$ cat src/rtl/alu_arbiter_if.sv
// Bundle of request, shared-ALU and response signals for the two-port ALU arbiter.
// The slave modport is the arbiter side and the master modport is the requester/ALU side.
interface alu_arbiter_if #(
  parameter int WIDTH = 8,
  parameter int OPW   = 3
);
  logic             req0_valid;
  logic             req0_ready;
  logic [WIDTH-1:0] req0_a;
  logic [WIDTH-1:0] req0_b;
  logic [OPW-1:0]   req0_op;
  logic             req1_valid;
  logic             req1_ready;
  logic [WIDTH-1:0] req1_a;
  logic [WIDTH-1:0] req1_b;
  logic [OPW-1:0]   req1_op;
  logic [WIDTH-1:0] alu_reg1;
  logic [WIDTH-1:0] alu_reg2;
  logic [OPW-1:0]   alu_ctrl;
  logic [WIDTH-1:0] alu_result;
  logic             rsp0_valid;
  logic [WIDTH-1:0] rsp0_data;
  logic             rsp0_ready;
  logic             rsp1_valid;
  logic [WIDTH-1:0] rsp1_data;
  logic             rsp1_ready;

  modport slave (
    input  req0_valid, req0_a, req0_b, req0_op,
    input  req1_valid, req1_a, req1_b, req1_op,
    output req0_ready, req1_ready,
    output alu_reg1, alu_reg2, alu_ctrl,
    input  alu_result,
    output rsp0_valid, rsp0_data, rsp1_valid, rsp1_data,
    input  rsp0_ready, rsp1_ready
  );

  modport master (
    output req0_valid, req0_a, req0_b, req0_op,
    output req1_valid, req1_a, req1_b, req1_op,
    input  req0_ready, req1_ready,
    input  alu_reg1, alu_reg2, alu_ctrl,
    output alu_result,
    input  rsp0_valid, rsp0_data, rsp1_valid, rsp1_data,
    output rsp0_ready, rsp1_ready
  );
endinterface

$ cat src/rtl/alu_arbiter.sv
// Round-robin arbiter sharing one combinational ALU between two requesters.
// Each operation takes one IDLE (accept) and one EXEC (capture result) cycle.
module alu_arbiter #(
  parameter int WIDTH      = 8,
  parameter int OPW        = 3,
  parameter int FIRST_PRIO = 0
) (
  input  logic           clk,
  input  logic           reset,
  alu_arbiter_if.slave   bus,
  output logic           busy
);

  typedef enum logic {IDLE, EXEC} state_t;

  // last_q names the requester granted most recently; reset picks the loser
  // so that FIRST_PRIO wins the first contention.
  localparam logic LAST_INIT = (FIRST_PRIO == 0);

  state_t           state_q, state_nxt;
  logic             last_q;
  logic             owner_q;
  logic [WIDTH-1:0] a_q;
  logic [WIDTH-1:0] b_q;
  logic [OPW-1:0]   op_q;
  logic             rsp0_valid_q;
  logic             rsp1_valid_q;
  logic [WIDTH-1:0] rsp0_data_q;
  logic [WIDTH-1:0] rsp1_data_q;
  logic             elig0, elig1;
  logic             grant0, grant1;

  always_comb begin
    grant0    = 1'b0;
    grant1    = 1'b0;
    state_nxt = state_q;
    elig0     = bus.req0_valid & ~rsp0_valid_q;
    elig1     = bus.req1_valid & ~rsp1_valid_q;
    case (state_q)
      IDLE: begin
        if (!reset) begin
          if (elig0 && (!elig1 || last_q)) begin
            grant0 = 1'b1;
          end else if (elig1) begin
            grant1 = 1'b1;
          end
        end
        if (grant0 || grant1) begin
          state_nxt = EXEC;
        end
      end
      EXEC: state_nxt = IDLE;
      default: state_nxt = IDLE;
    endcase
  end

  always_ff @(posedge clk) begin
    if (reset) begin
      state_q      <= IDLE;
      last_q       <= LAST_INIT;
      owner_q      <= 1'b0;
      a_q          <= '0;
      b_q          <= '0;
      op_q         <= '0;
      rsp0_valid_q <= 1'b0;
      rsp1_valid_q <= 1'b0;
      rsp0_data_q  <= '0;
      rsp1_data_q  <= '0;
    end else begin
      state_q <= state_nxt;
      if (grant0) begin
        a_q     <= bus.req0_a;
        b_q     <= bus.req0_b;
        op_q    <= bus.req0_op;
        owner_q <= 1'b0;
        last_q  <= 1'b0;
      end else if (grant1) begin
        a_q     <= bus.req1_a;
        b_q     <= bus.req1_b;
        op_q    <= bus.req1_op;
        owner_q <= 1'b1;
        last_q  <= 1'b1;
      end
      if (rsp0_valid_q && bus.rsp0_ready) rsp0_valid_q <= 1'b0;
      if (rsp1_valid_q && bus.rsp1_ready) rsp1_valid_q <= 1'b0;
      // The owner's buffer was empty at grant, so this set never races its clear.
      if (state_q == EXEC) begin
        if (owner_q == 1'b0) begin
          rsp0_data_q  <= bus.alu_result;
          rsp0_valid_q <= 1'b1;
        end else begin
          rsp1_data_q  <= bus.alu_result;
          rsp1_valid_q <= 1'b1;
        end
      end
    end
  end

  assign bus.req0_ready = grant0;
  assign bus.req1_ready = grant1;
  assign bus.alu_reg1   = a_q;
  assign bus.alu_reg2   = b_q;
  assign bus.alu_ctrl   = op_q;
  assign bus.rsp0_valid = rsp0_valid_q;
  assign bus.rsp1_valid = rsp1_valid_q;
  assign bus.rsp0_data  = rsp0_data_q;
  assign bus.rsp1_data  = rsp1_data_q;
  assign busy           = (state_q == EXEC);

endmodule
$ cat src/flat_wrapper.sv
// flat-port wrapper written by rule: the top's interface ports become plain ports
module alu_arbiter_flat 
#(
  parameter int WIDTH      = 8,
  parameter int OPW        = 3,
  parameter int FIRST_PRIO = 0
)
  (clk, reset, busy, bus_req0_valid, bus_req0_a, bus_req0_b, bus_req0_op, bus_req1_valid, bus_req1_a, bus_req1_b, bus_req1_op, bus_req0_ready, bus_req1_ready, bus_alu_reg1, bus_alu_reg2, bus_alu_ctrl, bus_alu_result, bus_rsp0_valid, bus_rsp0_data, bus_rsp1_valid, bus_rsp1_data, bus_rsp0_ready, bus_rsp1_ready);
  alu_arbiter_if #(.WIDTH(WIDTH), .OPW(OPW)) bus_i ();
  input  logic clk;
  input  logic reset;
  output logic busy;
  input wire logic [$bits(bus_i.req0_valid)-1:0] bus_req0_valid;
  input wire logic [$bits(bus_i.req0_a)-1:0] bus_req0_a;
  input wire logic [$bits(bus_i.req0_b)-1:0] bus_req0_b;
  input wire logic [$bits(bus_i.req0_op)-1:0] bus_req0_op;
  input wire logic [$bits(bus_i.req1_valid)-1:0] bus_req1_valid;
  input wire logic [$bits(bus_i.req1_a)-1:0] bus_req1_a;
  input wire logic [$bits(bus_i.req1_b)-1:0] bus_req1_b;
  input wire logic [$bits(bus_i.req1_op)-1:0] bus_req1_op;
  output wire logic [$bits(bus_i.req0_ready)-1:0] bus_req0_ready;
  output wire logic [$bits(bus_i.req1_ready)-1:0] bus_req1_ready;
  output wire logic [$bits(bus_i.alu_reg1)-1:0] bus_alu_reg1;
  output wire logic [$bits(bus_i.alu_reg2)-1:0] bus_alu_reg2;
  output wire logic [$bits(bus_i.alu_ctrl)-1:0] bus_alu_ctrl;
  input wire logic [$bits(bus_i.alu_result)-1:0] bus_alu_result;
  output wire logic [$bits(bus_i.rsp0_valid)-1:0] bus_rsp0_valid;
  output wire logic [$bits(bus_i.rsp0_data)-1:0] bus_rsp0_data;
  output wire logic [$bits(bus_i.rsp1_valid)-1:0] bus_rsp1_valid;
  output wire logic [$bits(bus_i.rsp1_data)-1:0] bus_rsp1_data;
  input wire logic [$bits(bus_i.rsp0_ready)-1:0] bus_rsp0_ready;
  input wire logic [$bits(bus_i.rsp1_ready)-1:0] bus_rsp1_ready;
  assign bus_i.req0_valid = bus_req0_valid;
  assign bus_i.req0_a = bus_req0_a;
  assign bus_i.req0_b = bus_req0_b;
  assign bus_i.req0_op = bus_req0_op;
  assign bus_i.req1_valid = bus_req1_valid;
  assign bus_i.req1_a = bus_req1_a;
  assign bus_i.req1_b = bus_req1_b;
  assign bus_i.req1_op = bus_req1_op;
  assign bus_req0_ready = bus_i.req0_ready;
  assign bus_req1_ready = bus_i.req1_ready;
  assign bus_alu_reg1 = bus_i.alu_reg1;
  assign bus_alu_reg2 = bus_i.alu_reg2;
  assign bus_alu_ctrl = bus_i.alu_ctrl;
  assign bus_i.alu_result = bus_alu_result;
  assign bus_rsp0_valid = bus_i.rsp0_valid;
  assign bus_rsp0_data = bus_i.rsp0_data;
  assign bus_rsp1_valid = bus_i.rsp1_valid;
  assign bus_rsp1_data = bus_i.rsp1_data;
  assign bus_i.rsp0_ready = bus_rsp0_ready;
  assign bus_i.rsp1_ready = bus_rsp1_ready;
  alu_arbiter #(.WIDTH(WIDTH), .OPW(OPW), .FIRST_PRIO(FIRST_PRIO)) u_core (.clk(clk), .reset(reset), .bus(bus_i), .busy(busy));
endmodule
$ cat config.mk
export PLATFORM = sky130hd
export DESIGN_NAME = alu_arbiter_flat
export DESIGN_NICKNAME = d
export VERILOG_FILES = /design/src/rtl/alu_arbiter_if.sv /design/src/rtl/alu_arbiter.sv /design/src/flat_wrapper.sv
export SDC_FILE = /design/constraint.sdc
export NUM_CORES = 1
export LEC_CHECK = 0
export ABC_AREA = 0
export BUFFER_PORTS_ARGS = -buffer_cell sky130_fd_sc_hd__buf_4
export CAP_MARGIN = 25
export CORE_UTILIZATION = 43
export CTS_CLUSTER_SIZE = 25
export DETAILED_ROUTE_END_ITERATION = 12
export PLACE_DENSITY = 0.82
export SYNTH_ARGS = -nofsm -noshare
export SYNTH_HDL_FRONTEND = slang
export SYNTH_SLANG_ARGS = --single-unit
$ cat constraint.sdc
create_clock -name clk -period 1.4 [get_ports clk]
set_clock_uncertainty 0.05 [all_clocks]
set_input_delay 0.07 -clock clk [delete_from_list [all_inputs] [get_ports clk]]
set_output_delay 0.07 -clock clk [all_outputs]
set_load 0.02 [all_outputs]
# Word level (Yosys, flattened, before mapping)
# Index checks and enable logic that the tools add are counted.
# classes
mux	25
bitwise_logic	6
n_reduce_logical	10
# ops
operator	count
8-bit two-way mux	4
1-bit two-way mux	18
3-bit two-way mux	2
1-bit inverter	4
2-bit AND reduction	2
1-bit logical AND	3
1-bit AND	2
1-bit logical OR	2
1-bit one-hot mux with 2 select lines	1
2-bit nonzero test	1
2-bit OR reduction	1
1-bit logical NOT	1
# totals
register_bits	40
input_bits	52
output_inout_bits	40
elab_cells	51

# Depth between registers and ports, before layout
# logic_depth
word_depth	11
mapped_depth	6
mapped_depth_nobuf	6

# Worst setup path after synthesis
# No wires, ideal clock.
# synth_timing
path_kind	register -> output
startpoint	register u_core.rsp0_valid_q, in the netlist u_core.bus.rsp0_valid
endpoint	output port bus_req1_ready
t_arrival_ns	1.545
required_time_ns	1.280
path_slack_ns	-0.265
path_stages_with_launch	5
path_buffers	1
path_cell_list	dfxtp_1 -> nand2b_4 -> o21ba_2 -> buf_6 -> nor4_1
# synth_between
elab_chain_cells	7
# synth_lines
item	line	text
start: declaration	alu_arbiter.sv:26	logic rsp0_valid_q;
start signal: assignment	alu_arbiter.sv:65	rsp0_valid_q <= 1'b0;
start signal: assignment	alu_arbiter.sv:84	if (rsp0_valid_q && bus.rsp0_ready) rsp0_valid_q <= 1'b0;
start signal: assignment	alu_arbiter.sv:90	rsp0_valid_q <= 1'b1;
1-bit inverter	alu_arbiter.sv:37	elig0 = bus.req0_valid & ~rsp0_valid_q;
1-bit AND	alu_arbiter.sv:37	
1-bit logical AND	alu_arbiter.sv:42	if (elig0 && (!elig1 || last_q)) begin
1-bit two-way mux	alu_arbiter.sv:42	
1-bit two-way mux	alu_arbiter.sv:41	if (!reset) begin
1-bit two-way mux (2 in a row)	alu_arbiter.sv:39	case (state_q)
end: declaration	flat_wrapper.sv:22	output wire logic [$bits(bus_i.req1_ready)-1:0] bus_req1_ready;
# Every way passes these cells. The select of a mux whose other input is x is not followed.

# Worst setup path in the final report
# layout_timing
startpoint	register u_core.rsp1_valid_q, in the netlist u_core.bus.rsp1_valid
endpoint	register u_core.op_q[0], in the netlist u_core.bus.alu_ctrl[0]
# layout_between
elab_chain_cells	10
elab_cells_between_ends	16
classes_between	mux (10); bitwise (2); reduce/logical (4)
# layout_lines
item	line	text
start: declaration	alu_arbiter.sv:27	logic rsp1_valid_q;
start signal: assignment	alu_arbiter.sv:66	rsp1_valid_q <= 1'b0;
start signal: assignment	alu_arbiter.sv:85	if (rsp1_valid_q && bus.rsp1_ready) rsp1_valid_q <= 1'b0;
start signal: assignment	alu_arbiter.sv:93	rsp1_valid_q <= 1'b1;
1-bit inverter (*)	alu_arbiter.sv:38	elig1 = bus.req1_valid & ~rsp1_valid_q;
1-bit AND (*)	alu_arbiter.sv:38	
1-bit logical NOT	alu_arbiter.sv:42	
1-bit logical OR	alu_arbiter.sv:42	
1-bit logical AND	alu_arbiter.sv:42	
1-bit two-way mux	alu_arbiter.sv:42	
1-bit two-way mux	alu_arbiter.sv:41	
1-bit two-way mux (2 in a row)	alu_arbiter.sv:39	
3-bit two-way mux / 2-bit nonzero test (equally long branches)	--	
end signal: assignment	alu_arbiter.sv:74	op_q <= bus.req0_op;
end signal: assignment	alu_arbiter.sv:80	op_q <= bus.req1_op;
end: declaration	alu_arbiter.sv:25	logic [OPW-1:0] op_q;
# Every way passes the cells marked *; elsewhere a longest branch is shown, timed or not. The select of a mux whose other input is x is not followed.
# A chain may end at the register's enable or synchronous reset.

==> results.toml <==
[status]
status = "finished with violations"
violations = "negative setup slack"

[power_and_ir_drop]
switching_share = 0.2972
p_per_area_nw_per_um2 = 989.3
internal-power_mw = 2.082
pwr-share-seq = 0.435
p_sw_mw = 0.8804
total_leakage_power_nw = 1.318
clkPwrFrac = 0.269
peakVddDrop_mv = 0.7371
total_power_mw = 2.962
power_frac_comb = 0.296

[finish]
post-route-util = 0.8117
fillers = 238
final_area_sq_um = 2994
n_antenna_cell = 0
syn_to_final_growth_pct = 80.74
multiInputGateArea_sq_um = 823.3
ff_latch_area_sq_um = 803.3
nets = 359
stdcell_count = 356
drive_gt1_frac = 0.4286

[detailed_routing]
drt_wl_total_um = 6004
final_antenna_net_count = 0
via_per_inst = 5.312
drc_errors = 0
wl_per_cell_um = 16.87
drt_iter0_drc = 131
vias = 1891
dr.pass1.iters = 4

[critical_path]
cp_data_required_time_ns = 1.53
crit_path_end_kind = "flip-flop"
arrival_ns = 1.60
slowest_stage = "dfxtp_2"
crit_family = "flip-flops"
worstPathMaxFanout = 10
critPathBufInv = 2
slowest_delay_ns = 0.32
crit_type = "reg -> reg"
path_cells = "nand2b_4 > o21bai_4 > buf_4 > buf_16 > mux2i_1 > o2bb2ai_1"
cp-start-kind = "flip-flop"

[placed_design]
io_buffers = 91
placed_cell_area_sq_um = 2400
dp_slack_ns = 0.1248
place_hpwl_um = 3062
place_congestion = 0.7179
placed_cells = 304

[floorplan]
start_util = 0.4491
die_h_um = 64.07
die_area_sq_um = 4105
dieWidth_um = 64.07
rows = 22
num_io_pins = 92
core-area_sq_um = 3689

[clock_tree]
clk_pin_slew_ns = 0.08
clock_path_buffers = 2
clk_latency_ns = 0.29
cts_tree = "yes"
cts.sinks = 40
root_buffer = "clkbuf_8"
cts_buffers = 5
ctsHtreeMaxLevel = 2

[synth]
synth-main-ff-cell = "dfxtp_1"
synth.top_cell.area_share = 0.4834
async_flop_share = 0
ys_seq_elements = 40
synth_seq_area_share = 0.4834
synth_edf_count = 0
yosysWarnings = 0
syn_area_per_cell_sq_um = 9.688
synthTopCellsByArea = "dfxtp_1 (48%), o2bb2ai_1 (9.5%), a21oi_1 (7.3%)"
synthCells = 171
synth_nets = 223
netlist_area_sq_um = 1657
yosysTopAreaCell = "dfxtp_1"
synth_cell_types = 33

[timing]
rsz0062_at_grt = "yes"
slew_violations = 0
worst_slew_pin_slew_ns = 0.3516
timing.hold.ws_ns = 0.008525
setup_viol_count_final = 8
hold_viol_final = 0
finalCriticalPeriod_ns = 1.476
period_share = 1.055
finalWorstSetupSlack_ns = -0.07633
setup_tns_ns = -0.3302
slew_headroom = 0.7656
fmax_ghz = 0.6774

[hold_path]
hp-class = "in -> reg"

[global_routing]
track_usage = 0.2838
grt_pass1_wl_um = 8666
grt_max_degree = 26
antenna_found_initial = 0
overflow = 0
grt_pass1_vias = 1837

[run]
drv_cap = 0
## registers in the layout, summed over array words and instances, names as in the netlist
signal / cells
u_core.last_q: 1
u_core.bus.alu_reg2: 8
u_core.bus.alu_ctrl: 3
u_core.bus.rsp1_data: 8
u_core.bus.rsp1_valid: 1
u_core.bus.alu_reg1: 8
u_core.bus.rsp0_data: 8
u_core.bus.rsp0_valid: 1
u_core.owner_q: 1
u_core.busy: 1
## cell families (layout without fill, tap and decap cells)
| kind of cell | after synthesis | after routing | share of synthesized area |
|---|---|---|---|
| AO/OA/AOI/OAI | 54 | 54 | 0.2273 |
| AND/OR/NAND/NOR | 50 | 50 | 0.1609 |
| flip-flops | 40 | 40 | 0.4834 |
| multiplexers | 12 | 12 | 0.07251 |
| buffers and inverters | 15 | 152 | 0.05589 |
## placed cells by master (no fill, tap or decap), drive strengths merged
cell         count
nor3b            1
o21bai           2
nor4             1
a21oi           25
buf            105
o2bb2ai         18
nor3             1
nand2b           4
inv              3
nand2           27
mux2i           12
o21ai            6
nor2             5
clkbuf           8
a211oi           1
nand3            9
o311ai           1
or2b             1
nand4            1
dlygate4sd3     36
o21ba            1
dfxtp           40
## power by group through the flow
stage / Clock, mW / Sequential, mW / Combinational, mW
after floorplan: 0 / 1.40 / 0.277
after global routing: 0.855 / 1.30 / 0.921
after global placement: 0 / 1.30 / 0.667
after detailed placement: 0 / 1.30 / 0.678
after CTS: 0.805 / 1.28 / 0.800
final: 0.795 / 1.29 / 0.878
## worst min-delay path: stages
cell,delay [ns]
buf_4,0.08
mux2i_1,0.06
o2bb2ai_1,0.11
## path summary, 6_finish.rpt
path | endpoint | start | slack [ns] | depth (start not counted)
hold reg to reg | u_core.bus.rsp0_data[6] | u_core.bus.rsp0_data[6] | 0.41 | 2
hold / removal | u_core.bus.alu_reg2[4] | bus_req0_b[4] | 0.009 | 3
setup / recovery | u_core.bus.alu_ctrl[0] | u_core.bus.rsp1_valid | -0.08 | 6
setup reg to reg | u_core.bus.alu_ctrl[0] | u_core.bus.rsp1_valid | -0.08 | 6
## cells in the mapped netlist (2+ instances only)
| master | number |
|---|---|
| a21oi_1 | 24 |
| buf_1 | 2 |
| buf_2 | 2 |
| buf_4 | 3 |
| buf_6 | 3 |
| clkbuf_1 | 2 |
| dfxtp_1 | 40 |
| inv_2 | 2 |
| mux2i_1 | 12 |
| nand2_1 | 25 |
| nand2b_1 | 2 |
| nand2b_4 | 2 |
| nand3_1 | 9 |
| nor2_1 | 3 |
| o21ai_0 | 5 |
| o2bb2ai_1 | 18 |
## layer usage
metal | vias to the layer above | share of wire | global-route usage
met4 | 0 | 0.026 | 0.1335
met1 | 882 | 0.37 | 0.2978
met2 | 115 | 0.52 | 0.5066
li1 | 879 | - | -
met5 | - | 0 | 0
met3 | 15 | 0.087 | 0.09286
## timing repair
action / CTS / global route
hold buffers: 35 / 1
endpoints found under the setup margin: 2 / 19
gates resized for setup: 2 / 15
buffers inserted: 4 / 3
endpoints found under the hold margin: 27 / 1
cloned: 1 / 0
pin swaps: 0 / 1
## area by class of cell
class / count / share of cell area
clock buffer: 8 / 0.03009
inverter: 3 / 0.003761
multi-input combinational: 116 / 0.2750
sequential: 40 / 0.2683
tap: 48 / 0.02006
timing repair buffer: 141 / 0.4028
Note: power is estimated with default switching activity, not from simulation.
